`src/rtl/vga_timing_pkg.sv`:
```
// Shared 640x480@60 timing constants and the sync-pipe payload type
// for the frame-buffer address generator.
`timescale 1ns/1ps
package vga_timing_pkg;

  // Source image is 320x240; it is shown 2x upscaled on a 640x480 raster.
  localparam logic [9:0] SRC_W        = 10'd320;
  localparam logic [9:0] SRC_H        = 10'd240;

  localparam logic [9:0] H_ACTIVE     = 10'(2 * SRC_W);
  localparam logic [9:0] H_FP         = 10'd16;
  localparam logic [9:0] H_SYNC       = 10'd96;
  localparam logic [9:0] H_BP         = 10'd48;
  localparam logic [9:0] H_TOTAL      = 10'(H_ACTIVE + H_FP + H_SYNC + H_BP);
  localparam logic [9:0] H_SYNC_START = 10'(H_ACTIVE + H_FP);
  localparam logic [9:0] H_SYNC_END   = 10'(H_SYNC_START + H_SYNC);

  localparam logic [9:0] V_ACTIVE     = 10'(2 * SRC_H);
  localparam logic [9:0] V_FP         = 10'd10;
  localparam logic [9:0] V_SYNC       = 10'd2;
  localparam logic [9:0] V_BP         = 10'd33;
  localparam logic [9:0] V_TOTAL      = 10'(V_ACTIVE + V_FP + V_SYNC + V_BP);
  localparam logic [9:0] V_SYNC_START = 10'(V_ACTIVE + V_FP);
  localparam logic [9:0] V_SYNC_END   = 10'(V_SYNC_START + V_SYNC);

  // Everything that must trail the RAM read by RD_LAT cycles travels
  // together; the syncs are carried in their final polarity so the pipe
  // output can drive the pins straight from flops.
  typedef struct packed {
    logic active;
    logic hsync_n;
    logic vsync_n;
    logic vsync;
    logic frame_start;
  } sync_bus_t;

  localparam sync_bus_t SYNC_IDLE = '{active: 1'b0, hsync_n: 1'b1, vsync_n: 1'b1,
                                      vsync: 1'b0, frame_start: 1'b0};

endpackage

```
`src/rtl/sig_delay_pipe.sv`:
```
// Fixed-depth register pipe with an asynchronous active-low reset to a
// configurable idle value.
`timescale 1ns/1ps
module sig_delay_pipe #(
  parameter int               WIDTH     = 1,
  parameter int               DEPTH     = 1,
  parameter logic [WIDTH-1:0] RESET_VAL = '0
) (
  input  logic             clk,
  input  logic             rst_n,
  input  logic [WIDTH-1:0] din,
  output logic [WIDTH-1:0] dout
);

  logic [WIDTH-1:0] stage [DEPTH];

  // Shift the payload one stage per clock; reset flushes every stage to idle.
  always_ff @(posedge clk or negedge rst_n) begin
    if (!rst_n) begin
      for (int i = 0; i < DEPTH; i++) begin
        stage[i] <= RESET_VAL;
      end
    end else begin
      stage[0] <= din;
      for (int i = 1; i < DEPTH; i++) begin
        stage[i] <= stage[i-1];
      end
    end
  end

  assign dout = stage[DEPTH-1];

endmodule

```
`src/rtl/vga_fb_addr_gen.sv`:
```
// VGA raster counters and 2x-upscaled frame-buffer address generator.
// Address and read strobe leave one cycle after the counters; the visible
// flag, syncs and frame marker trail them by RD_LAT more cycles so they
// line up with the data coming back from the RAM.
`timescale 1ns/1ps
module vga_fb_addr_gen
  import vga_timing_pkg::*;
#(
  parameter int RD_LAT = 1
) (
  input  logic        clk,
  input  logic        rst_n,
  output logic        rd_en,
  output logic [16:0] pixel_addr,
  output logic        active_area,
  output logic        hsync_n,
  output logic        vsync_n,
  output logic        vsync,
  output logic        frame_start
);

  logic [9:0] h_cnt;
  logic [9:0] v_cnt;
  logic       vis_raw;
  logic       hs_raw;
  logic       vs_raw;
  logic       fs_raw;
  sync_bus_t  sync_stage;
  sync_bus_t  sync_out;

  // Free-running raster position: h wraps every line, v advances on h wrap.
  always_ff @(posedge clk or negedge rst_n) begin
    if (!rst_n) begin
      h_cnt <= '0;
      v_cnt <= '0;
    end else if (h_cnt == H_TOTAL - 10'd1) begin
      h_cnt <= '0;
      v_cnt <= (v_cnt == V_TOTAL - 10'd1) ? 10'd0 : v_cnt + 10'd1;
    end else begin
      h_cnt <= h_cnt + 10'd1;
    end
  end

  // Decode the current raster position into raw, un-delayed flags.
  always_comb begin
    vis_raw = (h_cnt < H_ACTIVE) && (v_cnt < V_ACTIVE);
    hs_raw  = (h_cnt >= H_SYNC_START) && (h_cnt < H_SYNC_END);
    vs_raw  = (v_cnt >= V_SYNC_START) && (v_cnt < V_SYNC_END);
    fs_raw  = (h_cnt == 10'd0) && (v_cnt == 10'd0);
  end

  // Issue the read and capture the flags in the same cycle; dropping the
  // low counter bits repeats each source pixel on two columns and two lines.
  always_ff @(posedge clk or negedge rst_n) begin
    if (!rst_n) begin
      rd_en      <= 1'b0;
      pixel_addr <= '0;
      sync_stage <= SYNC_IDLE;
    end else begin
      rd_en      <= vis_raw;
      pixel_addr <= vis_raw ? {v_cnt[8:1], h_cnt[9:1]} : 17'd0;
      sync_stage <= '{active: vis_raw, hsync_n: ~hs_raw, vsync_n: ~vs_raw,
                      vsync: vs_raw, frame_start: fs_raw};
    end
  end

  sig_delay_pipe #(
    .WIDTH     ($bits(sync_bus_t)),
    .DEPTH     (RD_LAT),
    .RESET_VAL (SYNC_IDLE)
  ) u_align (
    .clk   (clk),
    .rst_n (rst_n),
    .din   (sync_stage),
    .dout  (sync_out)
  );

  assign active_area = sync_out.active;
  assign hsync_n     = sync_out.hsync_n;
  assign vsync_n     = sync_out.vsync_n;
  assign vsync       = sync_out.vsync;
  assign frame_start = sync_out.frame_start;

endmodule

```
`config.mk`:
```
export PLATFORM = sky130hd
export DESIGN_NAME = vga_fb_addr_gen
export DESIGN_NICKNAME = d
export VERILOG_FILES = /design/src/rtl/vga_timing_pkg.sv /design/src/rtl/sig_delay_pipe.sv /design/src/rtl/vga_fb_addr_gen.sv
export SDC_FILE = /design/constraint.sdc
export NUM_CORES = 1
export LEC_CHECK = 0
export CORE_MARGIN = 1
export CORE_UTILIZATION = 55
export DETAILED_ROUTE_END_ITERATION = 10
export PLACE_DENSITY = 0.86
export SYNTH_ARGS = -nofsm -noshare
export SYNTH_HDL_FRONTEND = slang
export SYNTH_SLANG_ARGS = --single-unit
```
`constraint.sdc`:
```
create_clock -name clk -period 4.2 [get_ports clk]
set_clock_uncertainty 0.05 [all_clocks]
set_input_delay 0.42 -clock clk [delete_from_list [all_inputs] [get_ports clk]]
set_output_delay 0.42 -clock clk [all_outputs]
set_load 0.05 [all_outputs]
```
==> reports/results.tsv <==
stage	metric	value	unit
outcome	outcome	complete, no violations	
cts	Root Driver	clkbuf_4	
power_and_ir_drop	Leakage Power	1.01	nW
detailed_routing	total routed wirelength	3090	um
cts	cts hold-fix bufs	0	
flow_run	maxcap violations	0	
place	gpl congestion	0.857	
global_route	initial antenna violation count	0	
cts	CTS tree	done	
floorplanning	die span in y	62.0	um
finish	layout cell share with drive strength beyond 1	12.5	%
timing	fmax	462	MHz
detailed_routing	First-pass DRT Iterations	4	
detailed_routing	DR vias/cell	5.47	
timing	Slew headroom	35.8	%
setup_path	Reg2Reg Depth	5	
yosys	Synth area leaders	dfrtp_1 54%, dfstp_2 5.3%, and2_1 4.4%	
finish	most frequent cells in the layout	43 x dfrtp_1, 23 x clkdlybuf4s50_1, 14 x and2_1, 8 x nand2_1, 8 x nand3_1	
floorplanning	num ports	25	
yosys	yosys warns	0	
cts	H-tree Lvls	2	
setup_path	Setup crit start kind	flip-flop	
timing	Final Critical Period	2.17	ns
finish	final net count	189	
finish	Area Growth Syn to Fin	13.7	%
timing	# setup viols final	0	
yosys	synth unique cells	41	
global_route	grt ovf	0	
yosys	sequential cell area fraction in the yosys report	59.7	%
floorplanning	Initial Util	58.4	%
timing	Tightest Pin Transition	0.964	ns
yosys	Post-Synthesis Cells	160	
floorplanning	die width	62.0	um
place	detailed-placement wirelength estimate	2120	um
power_and_ir_drop	Peak VDD IR	169	uV
setup_path	Cell Chain, Critical Path	clkdlybuf4s50_1	
place	IO buf count	24	
global_route	largest net degree at the start of global routing	48	
setup_path	Crit Reg-Reg Startpoint	h_cnt[0]	
timing	TNS Setup	0	ns
setup_path	worst endpoint data arrival time	1.70	ns
detailed_routing	Routed WL per cell	13.5	um
global_route	first-pass GRT wire length	5150	um
yosys	Synth Register Bits	47	
setup_path	crit-path max cell delay	0.79	ns
setup_path	r2r endpoint	v_cnt[7]	
cts	# resized after CTS	0	
yosys	Post-Syn Area	1980	um^2
global_route	Total GRT Usage	19.1	%
timing	Slew Viols, Final	0	
timing	Hold Vio Cnt, Final	0	
cts	CTS buffer count	5	
yosys	syn_nets	166	
cts	post-CTS setup buffers	0	
timing	Hold WS	0.140	ns
floorplanning	Die ar.	3840	um^2
cts	Clock Sinks	47	
setup_path	CP max-delay cell	clkdlybuf4s50_1	
worst_hold_path	HP Class	in2async	
detailed_routing	DR vias	1258	
place	worst slack, placed	2.22	ns
cts	clk slew on worst S/H paths	0.13	ns
finish	Antenna Cells	0	
detailed_routing	Iter 0 DRT Violations	34	
timing	RSZ-0062 raised after global routing	no	
setup_path	data required time at the worst endpoint	3.73	ns
finish	commonest non-fill, non-tap cell in the layout	dfrtp_1	
setup_path	crit path kind	reg2out	
setup_path	r2r setup slk	2.17	ns
floorplanning	CORE AREA	3390	um^2
detailed_routing	antenna-violating nets left	0	
cts	maximum clock path buffer count	2	
yosys	area share of the largest cell type after synthesis	54.4	%
yosys	syn_area_per_cell	12.4	um^2
floorplanning	Core Rows	21	
setup_path	CP top delay family	buffers and inverters	
yosys	post-synth top area cell	dfrtp_1	
setup_path	CP Buf/Inv Count	1	
setup_path	CP max FO	1	
timing	Final WS setup	2.03	ns
detailed_routing	# DRC	0	
timing	period utilisation layout	51.6	%
power_and_ir_drop	pwr dens	303	nW/um^2
cts	Clock Latency Late Sink	0.36	ns
global_route	vias in the first global route	1124	
setup_path	CP endpoint kind	output port	
cell families (layout without fill, tap and decap cells):
family          Yosys count  in the layout  share of synthesized area, %
compound gates           15             15                          4.68
xor+xnor                 10             10                          4.42
fa+ha+maj                 4              4                          2.53
buf+inv                  15             39                          5.82
flops                    47             47                          59.7
mux                       1              1                         0.506
simple gates             68             68                          22.4
synth_stat cells:
master / n
a21oi_1: 2
a21oi_2: 1
a31o_2: 1
a31oi_1: 1
a41oi_1: 1
and2_1: 14
and2_2: 1
and2_4: 1
and2b_1: 1
and3_1: 2
and3_2: 2
and3b_1: 1
and4_1: 1
and4_2: 1
and4bb_1: 1
buf_12: 1
buf_2: 1
buf_4: 1
buf_6: 5
dfrtp_1: 43
dfstp_2: 4
ha_1: 4
inv_1: 7
mux2i_1: 1
nand2_1: 8
nand2b_1: 3
nand3_1: 8
nand3_4: 1
nand3b_1: 1
nand4_1: 5
nand4_4: 1
nand4b_1: 1
nor2_1: 6
nor2b_1: 1
nor3_4: 1
nor4_1: 7
o21a_1: 1
o21ai_0: 7
o31ai_1: 1
xnor2_1: 6
xor2_1: 4
worst max-delay path by stage:
stage | startpoint | end | slack [ns] | cells after the start
floorplan | h_cnt[0] | v_cnt[9] | 2.70 | 6
global placement | h_cnt[0] | v_cnt[8] | 2.39 | 5
detailed placement | h_cnt[0] | v_cnt[7] | 2.22 | 5
CTS | u_align.dout[3] | hsync_n | 2.01 | 1
global route | u_align.dout[3] | hsync_n | 1.96 | 1
finish | u_align.dout[3] | hsync_n | 2.03 | 1
report_power, final:
group          switching (mW)  total [mW]  leakage [nW]  internal (mW)
Sequential                  0       0.453         0.608          0.453
Combinational         0.00779     0.00813         0.364       0.000337
Clock                   0.139       0.222        0.0345         0.0825
flip-flops by register name, summed over array words and instances, names as in the netlist:
name,cells
pixel_addr,17
h_cnt,10
v_cnt,10
sync_stage,5
u_align.dout,5
per-stage QoR:
| step | instance area (um^2) | std cells | util, % | total power, mW |
|---|---|---|---|---|
| after floorplan | 1980 | 160 | - | 0.461 |
| after detailed placement | 2180 | 222 | 64.4 | 0.470 |
| after global routing | 2250 | 230 | 66.4 | 0.709 |
| after CTS | 2250 | 230 | 66.4 | 0.689 |
| final | 2250 | 230 | 66.4 | 0.683 |
| after global placement | 2180 | 222 | 64.4 | 0.470 |
metal layers:
layer | wire (um) | GRT usage [%] | share of wire [%] | vias to the layer above
met5 | 0 | 0 | 0 | -
met4 | 42 | 7.94 | 1.4 | 0
met3 | 148 | 5.59 | 4.8 | 5
met2 | 1580 | 30.5 | 51 | 46
met1 | 1320 | 24.5 | 43 | 609
li1 | - | - | - | 598
layout make-up:
cell class              count  area, um^2
inverters                   7        26.3
fillers                   237        1140
clock buffers               6        51.3
clock inverters             2        16.3
multi-input cells          98         683
well taps                  46        57.6
flip-flops and latches     47        1180
repair buffers             24         235
(Power assumes the default switching activity.)
